**src/rtl/calc_ctrl.sv**
```systemverilog
// Four-function decimal calculator controller: keypad entry, add/sub in one cycle,
// shift-add multiply and restoring divide over 20 cycles, registered display outputs.
module calc_ctrl (
   input  logic        clk,
   input  logic        rst_n,
   input  logic        key_valid,
   input  logic [3:0]  key_code,
   output logic [19:0] number,
   output logic [2:0]  sign,
   output logic        busy,
   output logic        err
);

   typedef enum logic [2:0] {
      ENTER_A = 3'd0,
      OP      = 3'd1,
      ENTER_B = 3'd2,
      EXEC    = 3'd3,
      RESULT  = 3'd4,
      ERROR   = 3'd5
   } state_t;

   localparam logic [2:0]  SIGN_CLEAR = 3'b100;
   localparam logic [2:0]  SIGN_NUM   = 3'b101;
   localparam logic [2:0]  SIGN_ERR   = 3'b111;
   localparam logic [19:0] MAX_VAL    = 20'd999999;
   localparam logic [2:0]  MAX_DIGITS = 3'd6;

   state_t       state_r, state_n;
   logic [19:0]  op_a_r, op_a_n;
   logic [19:0]  op_b_r, op_b_n;
   logic [1:0]   op_r, op_n;
   logic [4:0]   cnt_r, cnt_n;
   logic [39:0]  acc_r, acc_n;
   logic [2:0]   dcnt_r, dcnt_n;
   logic [19:0]  number_n;
   logic [2:0]   sign_n;
   logic         busy_n, err_n;

   logic         is_digit_s, is_oper_s, is_clear_s, is_equal_s;
   logic [1:0]   key_op_s;
   logic [19:0]  digit_s;
   logic [20:0]  sum_s;
   logic [39:0]  mul_acc_s;
   logic [20:0]  div_trial_s;
   logic         div_ge_s;
   logic [19:0]  div_rem_s;
   logic [39:0]  div_acc_s;
   logic         last_iter_s;
   logic         exec_done_s, exec_fail_s;
   logic [19:0]  exec_res_s;

   // operand*10 + digit; the operand is at most 99999 here so 20 bits suffice
   function automatic logic [19:0] append_digit(input logic [19:0] v, input logic [19:0] d);
      append_digit = (v << 3) + (v << 1) + d;
   endfunction

   assign is_digit_s  = key_valid && (key_code <= 4'd9);
   assign is_oper_s   = key_valid && (key_code >= 4'd10) && (key_code <= 4'd13);
   assign is_clear_s  = key_valid && (key_code == 4'd14);
   assign is_equal_s  = key_valid && (key_code == 4'd15);
   assign key_op_s    = {~key_code[1], key_code[0]};   // codes 10..13 -> 00..11
   assign digit_s     = {16'd0, key_code};
   assign last_iter_s = (cnt_r == 5'd19);

   assign sum_s       = {1'b0, op_a_r} + {1'b0, op_b_r};
   assign mul_acc_s   = acc_r + (op_b_r[cnt_r] ? ({20'd0, op_a_r} << cnt_r) : 40'd0);
   // divide: acc holds {remainder, dividend/quotient}, one quotient bit per cycle
   assign div_trial_s = {acc_r[39:20], acc_r[19]};
   assign div_ge_s    = (div_trial_s >= {1'b0, op_b_r});
   assign div_rem_s   = div_ge_s ? (div_trial_s[19:0] - op_b_r) : div_trial_s[19:0];
   assign div_acc_s   = {div_rem_s, acc_r[18:0], div_ge_s};

   // Execution step: decides whether this cycle finishes the operation, and how
   always_comb begin
      exec_done_s = 1'b0;
      exec_fail_s = 1'b0;
      exec_res_s  = 20'd0;
      case (op_r)
         2'b00: begin
            exec_done_s = 1'b1;
            exec_fail_s = (sum_s > {1'b0, MAX_VAL});
            exec_res_s  = sum_s[19:0];
         end
         2'b01: begin
            exec_done_s = 1'b1;
            exec_fail_s = (op_a_r < op_b_r);
            exec_res_s  = op_a_r - op_b_r;
         end
         2'b10: begin
            exec_done_s = last_iter_s;
            exec_fail_s = (mul_acc_s > {20'd0, MAX_VAL});
            exec_res_s  = mul_acc_s[19:0];
         end
         2'b11: begin
            if (op_b_r == 20'd0) begin
               exec_done_s = 1'b1;
               exec_fail_s = 1'b1;
            end else begin
               exec_done_s = last_iter_s;
               exec_fail_s = 1'b0;
               exec_res_s  = div_acc_s[19:0];
            end
         end
         default: begin
            exec_done_s = 1'b1;
            exec_fail_s = 1'b1;
         end
      endcase
   end

   // Next-state, datapath and display values
   always_comb begin
      state_n  = state_r;
      op_a_n   = op_a_r;
      op_b_n   = op_b_r;
      op_n     = op_r;
      cnt_n    = cnt_r;
      acc_n    = acc_r;
      dcnt_n   = dcnt_r;
      number_n = number;
      sign_n   = sign;
      busy_n   = busy;
      err_n    = err;

      if (is_clear_s) begin
         state_n  = ENTER_A;
         op_a_n   = 20'd0;
         op_b_n   = 20'd0;
         op_n     = 2'b00;
         cnt_n    = 5'd0;
         acc_n    = 40'd0;
         dcnt_n   = 3'd0;
         number_n = 20'd0;
         sign_n   = SIGN_CLEAR;
         busy_n   = 1'b0;
         err_n    = 1'b0;
      end else begin
         case (state_r)
            ENTER_A: begin
               if (is_digit_s) begin
                  if (dcnt_r < MAX_DIGITS) begin
                     op_a_n = append_digit(op_a_r, digit_s);
                     dcnt_n = dcnt_r + 3'd1;
                  end else begin
                     op_a_n = op_a_r;
                  end
                  number_n = op_a_n;
                  sign_n   = SIGN_NUM;
               end else if (is_oper_s) begin
                  op_n    = key_op_s;
                  sign_n  = {1'b0, key_op_s};
                  state_n = OP;
               end else begin
                  state_n = ENTER_A;
               end
            end
            OP: begin
               if (is_oper_s) begin
                  op_n   = key_op_s;
                  sign_n = {1'b0, key_op_s};
               end else if (is_digit_s) begin
                  op_b_n   = digit_s;
                  dcnt_n   = 3'd1;
                  number_n = digit_s;
                  sign_n   = SIGN_NUM;
                  state_n  = ENTER_B;
               end else begin
                  state_n = OP;
               end
            end
            ENTER_B: begin
               if (is_digit_s) begin
                  if (dcnt_r < MAX_DIGITS) begin
                     op_b_n = append_digit(op_b_r, digit_s);
                     dcnt_n = dcnt_r + 3'd1;
                  end else begin
                     op_b_n = op_b_r;
                  end
                  number_n = op_b_n;
               end else if (is_equal_s) begin
                  state_n = EXEC;
                  busy_n  = 1'b1;
                  cnt_n   = 5'd0;
                  acc_n   = (op_r == 2'b11) ? {20'd0, op_a_r} : 40'd0;
               end else begin
                  state_n = ENTER_B;
               end
            end
            EXEC: begin
               acc_n = (op_r == 2'b11) ? div_acc_s : mul_acc_s;
               cnt_n = cnt_r + 5'd1;
               if (exec_done_s && exec_fail_s) begin
                  state_n  = ERROR;
                  number_n = 20'd0;
                  sign_n   = SIGN_ERR;
                  busy_n   = 1'b0;
                  err_n    = 1'b1;
               end else if (exec_done_s) begin
                  state_n  = RESULT;
                  op_a_n   = exec_res_s;
                  number_n = exec_res_s;
                  sign_n   = SIGN_NUM;
                  busy_n   = 1'b0;
               end else begin
                  state_n = EXEC;
               end
            end
            RESULT: begin
               if (is_oper_s) begin
                  op_n    = key_op_s;
                  sign_n  = {1'b0, key_op_s};
                  state_n = OP;
               end else if (is_digit_s) begin
                  op_a_n   = digit_s;
                  dcnt_n   = 3'd1;
                  number_n = digit_s;
                  sign_n   = SIGN_NUM;
                  state_n  = ENTER_A;
               end else begin
                  state_n = RESULT;
               end
            end
            ERROR: begin
               if (is_digit_s) begin
                  op_a_n   = digit_s;
                  dcnt_n   = 3'd1;
                  number_n = digit_s;
                  sign_n   = SIGN_NUM;
                  err_n    = 1'b0;
                  state_n  = ENTER_A;
               end else begin
                  state_n = ERROR;
               end
            end
            default: begin
               state_n = ENTER_A;
            end
         endcase
      end
   end

   // State and output registers with synchronous active-low reset
   always_ff @(posedge clk) begin
      if (!rst_n) begin
         state_r <= ENTER_A;
         op_a_r  <= 20'd0;
         op_b_r  <= 20'd0;
         op_r    <= 2'b00;
         cnt_r   <= 5'd0;
         acc_r   <= 40'd0;
         dcnt_r  <= 3'd0;
         number  <= 20'd0;
         sign    <= SIGN_NUM;
         busy    <= 1'b0;
         err     <= 1'b0;
      end else begin
         state_r <= state_n;
         op_a_r  <= op_a_n;
         op_b_r  <= op_b_n;
         op_r    <= op_n;
         cnt_r   <= cnt_n;
         acc_r   <= acc_n;
         dcnt_r  <= dcnt_n;
         number  <= number_n;
         sign    <= sign_n;
         busy    <= busy_n;
         err     <= err_n;
      end
   end

endmodule

```
**config.mk**
```make
export PLATFORM = sky130hd
export DESIGN_NAME = calc_ctrl
export DESIGN_NICKNAME = d
export VERILOG_FILES = /design/src/rtl/calc_ctrl.sv
export SDC_FILE = /design/constraint.sdc
export NUM_CORES = 1
export LEC_CHECK = 0
export BUFFER_PORTS_ARGS = -buffer_cell sky130_fd_sc_hd__buf_2
export CAP_MARGIN = 20
export CORE_MARGIN = 2
export CORE_UTILIZATION = 59
export DETAILED_ROUTE_END_ITERATION = 7
export PLACE_DENSITY = 0.86
export SLEW_MARGIN = 20
export SYNTH_ARGS = -nofsm -noshare
export SYNTH_HDL_FRONTEND = slang
export SYNTH_SLANG_ARGS = --single-unit
```
**constraint.sdc**
```tcl
create_clock -name clk -period 6.2 [get_ports clk]
set_clock_uncertainty 0.15 [all_clocks]
set_input_delay 0 -clock clk [delete_from_list [all_inputs] [get_ports clk]]
set_output_delay 0 -clock clk [all_outputs]
set_load 0.01 [all_outputs]
```
* Word-level counts from Yosys, hierarchy flattened
Cells that the tools add are included. W data, S select, Z words.
Cells by class: $add $sub $neg 10, $lt $le $gt $ge 9, eq/ne operators 30, shift-type cells 1, muxes and demuxes 70, bitwise gates (word level) 2, reductions and logical operators 33
Operators by type and width (number):
- $mux W20 | 16
- $mux W40 | 4
- $pmux W20 S4 | 2
- $pmux W20 S5 | 1
- $pmux W40 S2 | 1
- $mux W3 | 18
- $add A20 B20 Y20 | 2
- $add A20 B4 Y20 | 2
- $add A40 B40 Y40 | 1
- $gt A40 B20 Y1 const B | 1
- $pmux W20 S2 | 1
- $shl A20 B5 Y40 | 1
- $sub A20 B20 Y20 | 2
- $ne A2 B2 Y1 const B | 13
- $add A20 B20 Y21 | 1
- $ge A21 B20 Y1 | 1
- $gt A21 B20 Y1 const B | 1
- $logic_not A20 Y1 | 1
- $lt A20 B20 Y1 | 1
- $pmux W3 S6 | 1
- $reduce_and A3 Y1 | 5
- $mux W1 | 12
- $pmux W3 S4 | 1
- $reduce_and A4 Y1 | 3
- other kinds (36) | 63
Word-level totals: bits in registers 118, input port bits 7, output and inout port bits 25, logic and storage cells 167

* Logic depth before layout (Yosys ltp)
depth in word-level cells 10, gate-level depth with buffers 26, gate-level depth less buffers 22

* Worst setup path before layout
Ideal clock, no wire load.
path kind flip-flop to flip-flop, from reg cnt_r[0], to reg op_a_r[13], setup time 0.084 ns, arrival time 6.387 ns, required time 5.966 ns, path slack -0.421 ns, stages on the path, launching flop included 24, path buffers 3, clock period less this slack 6.621 ns, path through dfxtp_1 clkbuf_1 mux4_2 mux4_2 nand2_1 or2_2 clkbuf_1 nor2_1 and2_1 ha_1 fa_1 a211oi_2 o21bai_1 a211o_1 a31o_1 a41o_1 xor2_1 or4_1 or4_1 or4_4 a21oi_4 nor2_2 buf_6 o31ai_2
Between the ends: cells in the longest elaborated chain, start to end 9, elaborated cells between the ends (all ways) 18, classes of those cells add/sub: 1; order compare: 1; eq/ne: 3; shift: 1; mux: 10; reduce/logical: 2
RTL lines:
- start, declared | RTL line 33 | logic [4:0] cnt_r, cnt_n;
- start signal, assigned | RTL line 262 | cnt_r <= cnt_n;
- $bmux W1 S5 | RTL line 67 | assign mul_acc_s = acc_r + (op_b_r[cnt_r] ? ({20'd0, op_a_r} << cnt_r) : 40'd0);
- $mux W1 (implied by the code) | RTL line 67
- $mux W40 | RTL line 67
- $add A40 B40 Y40 | RTL line 67
- $gt A40 B20 Y1 | RTL line 92 | exec_fail_s = (mul_acc_s > {20'd0, MAX_VAL});
- $pmux W1 S4 | RTL line 79 | case (op_r)
- $logic_and A1 B1 Y1 | RTL line 193 | if (exec_done_s && exec_fail_s) begin
- $ne A2 B2 Y1 (no source line)
- $reduce_and A5 Y1 (no source line)
- end signal, assigned | RTL line 259 | op_a_r <= op_a_n;
- end, declared | RTL line 30 | logic [19:0] op_a_r, op_a_n;
Parallel ways exist; a longest one is shown, timed or not. The select of a mux whose other input is x is not followed. A chain may end at the register's enable or synchronous reset.

* Worst setup path in the final report
from reg cnt_r[0], to reg op_a_r[4]
The elaborated chain is that of the path after synthesis.

==> impl_results.md <==
- Net Sw Frac: 0.3365
- Met3 Track Usage GR: 0.08485
- Hold Startpoint: key_code[3]
- Area leader, netlist: dfxtp_1
- Crit path required time: 6.36 ns
- Buf+Inv Stages, Crit Path: 0
- R2R Setup Slk: -0.15 ns
- Crit share post-route: 1.024
- Yosys cell types: 85
- CTS max path bufs: 2
- Synthesis Warnings: 0
- Max cap viols: 0
- Top-count cell post-synth: nand2_1
- Gate Count Post-Synth: 2214
- Reg power frac: 0.333
- Max frequency: 0.1576 GHz
- Core Area: 26130 um2
- Worst path slowest cell: or4_4
- First-pass GRT wire length: 98.35 mm
- P_sw: 0.8173 mW
- First DRT Iteration DRCs: 2369
- Setup WS post-layout: -0.1465 ns
- Post-route non-filler standard cell count: 2674
- Wirelength per Cell: 24.17 um
- Hold Worst Slack: 0.08852 ns
- Post-Syn Nets: 2398
- R2R depth: 20
- Met2 usage: 0.7184
- Root Driver: clkbuf_16
- Gr busiest metal: met2
- Antenna Violating Nets Remaining: 0
- Clock transition at path regs: 0.06 ns
- Post-Synthesis Cell Area: 15750 um2
- Delay of the slowest cell on the worst path: 0.61 ns
- Ys async rst share: 0
- Die ar.: 28010 um2
- Power density cells: 133.2 nW/um2
- Cell Int Power: 1.611 mW
- Die height: 167.4 um
- RR Endpoint: op_a_r[4]
- Starting Density: 0.6025
- PnR Total Power: 2.429 mW
- Ys flop type: dfxtp_1
- Max VDD drop: 0.1870 mV
- Tmin final: 6.347 ns
- Number of enable flip-flop cells after synthesis: 0
- CTS tree: done
- CP Launch Type: flop
- Crit. End Element: flop
- Total track usage: 0.4483
- Worst endpoint data arrival time: 6.51 ns
- Synth area leaders: dfxtp_1, ha_1, a21oi_1
- FF+latch area: 2367 um2
- Failing checks: DRC, setup timing
- Fillers: 2220
- Critical R2R Launch: cnt_r[0]
- Cell Rows: 59
- Via count: 18600
- Vias in the first global route: 17360
- Clk_lat worst skew: 0.43 ns
- Max-Slew Margin vs Limit: 0.2998
- CTS sink count: 118
- Setup violations, final: 34
- Largest net degree at the start of global routing: 80
- Combinational fraction of design power: 0.253
- Cts bufs inserted: 17
- Post-synthesis sequential area ratio: 0.1500
- RSZ-0062 raised after global routing: yes
- Outcome: finished with violations
- DRT Pass-1 Iters: 8
- Width of the die: 167.4 um
- Max Slew Vio Count: 0
- Post-synthesis register bit count: 118
- PortBufs: 31
- Clock network power share: 0.414
- Final hold viol count: 0
- Placed Instances: 2629
- Critical Path Fanout Max: 12
- Worst Hold Endpoint: op_b_r[3]
- Vias per cell: 6.957
- Met1 usage: 0.5411
- Hold Path Class: in2reg
- Gr ovfl total: 0
- Layout area overhead: 15.80%
- Final #Nets: 2510
- Hpwl dp: 50.07 mm
- CP Class: reg2reg
- H-tree lvl count: 4
- GPL Wtd Cong: 1.064
- Top Family by Delay on Critical Path: simple AND/OR/NAND/NOR gates
- Multi-input logic area: 12820 um2
- Post-synth top area share: 0.1500
- Synth top cells by count: nand2_1, a21oi_1, nor2_1
- Layout cells sized above 1: 0.1509
- Worst path cell trace: mux4_2 -> mux4_2 -> nand2_4 -> or2_4 -> nor2_4 -> and2_4 -> ha_4 -> fa_2 -> a211oi_4 -> o21bai_2 -> a211o_1 -> a31o_1 -> a41o_1 -> xor2_2 -> or4_1 -> or4_4 -> or4_4 -> a21oi_4 -> nor2_4 -> a31o_2
- Number of diodes: 0
- LEAKAGE: 8.151 nW
- Min-Delay Path Depth: 3
- DRC violations left: 3
- Post-Route WL: 64.62 mm
- IO Pins: 32
- Syn_area_per_cell: 7.112 um2
- Actual slew at the worst max-slew pin: 1.048 ns
- Initial antenna violation count: 1
## tightest hold or removal path, stage by stage
cell and delay (ns):
buf_2 0.22, a211oi_1 0.29, a211oi_1 0.08
## per-stage QoR
| stage | worst slack, ns | cell area [um2] | setup TNS (ns) | util |
|---|---|---|---|---|
| after floorplan | 0.01106 | 15790 | 0 | - |
| after global placement | -0.1415 | 17270 | -2.389 | 0.6610 |
| after detailed placement | -0.2468 | 17270 | -6.731 | 0.6610 |
| after CTS | -0.01432 | 17950 | -0.03255 | 0.6869 |
| after global routing | -0.2419 | 18230 | -5.916 | 0.6977 |
| final | -0.1465 | 18230 | -2.322 | 0.6977 |
## cells by family after synthesis
kind of cell    synth area share
xor+xnor                 0.05841
mux                      0.05491
simple gates              0.2191
fa+ha+maj                 0.1451
compound gates            0.3193
flops                     0.1500
buf+inv                  0.05316
## cell type report
type / instances / area share
multi-input cells: 1877 / 0.7031
flip-flops and latches: 118 / 0.1298
repair buffers: 232 / 0.09518
clock buffers: 18 / 0.02409
well taps: 335 / 0.02299
inverters: 80 / 0.01647
clock inverters: 14 / 0.008304
## timing repair
action,in CTS,in global routing
setup buffers,1,4
hold endpoints to repair,11,0
setup endpoints to repair,42,43
hold buffers,6,0
gates cloned,0,1
pin swaps,2,33
gates resized for setup,5,52
## worst max-delay path by stage
stage | from | to | depth (start not counted)
global route | cnt_r[0] | op_a_r[4] | 20
global placement | cnt_r[0] | op_a_r[4] | 20
floorplan | cnt_r[0] | op_a_r[13] | 23
finish | cnt_r[0] | op_a_r[4] | 20
detailed placement | cnt_r[0] | op_a_r[4] | 20
CTS | cnt_r[0] | op_a_r[4] | 20
## metal layers
metal,vias up,share of wire
met1,8585,0.37
li1,8464,-
met2,1237,0.44
met5,-,0.00020
met3,315,0.10
met4,2,0.085
## power groups by stage
stage	sequential [mW]	combinational, mW	clock, mW
6_report	0.810	0.614	1.00
5_1_grt	0.810	0.649	1.03
4_1_cts	0.808	0.569	0.999
3_5_place_dp	0.824	0.560	0
3_3_place_gp	0.824	0.549	0
2_1_floorplan	0.830	0.361	0
## flip-flops by register name, indices dropped and copies added (netlist names), 2 cells and up
signal	cells
state_r	3
cnt_r	5
dcnt_r	3
op_b_r	20
op_r	2
op_a_r	20
acc_r	40
number	20
sign	3
## placed cells by master, fill, tap and decap left out, types with 47 or more instances in the layout
| cell | n |
|---|---|
| nor2_1 | 192 |
| mux2i_1 | 47 |
| ha_1 | 168 |
| inv_1 | 76 |
| a21o_1 | 51 |
| nor3_1 | 62 |
| buf_4 | 187 |
| dfxtp_1 | 116 |
| xnor2_1 | 72 |
| a211oi_1 | 58 |
| o21ai_0 | 173 |
| a21oi_1 | 214 |
| nand2_1 | 244 |
Note: power is estimated with default switching activity, not from simulation.
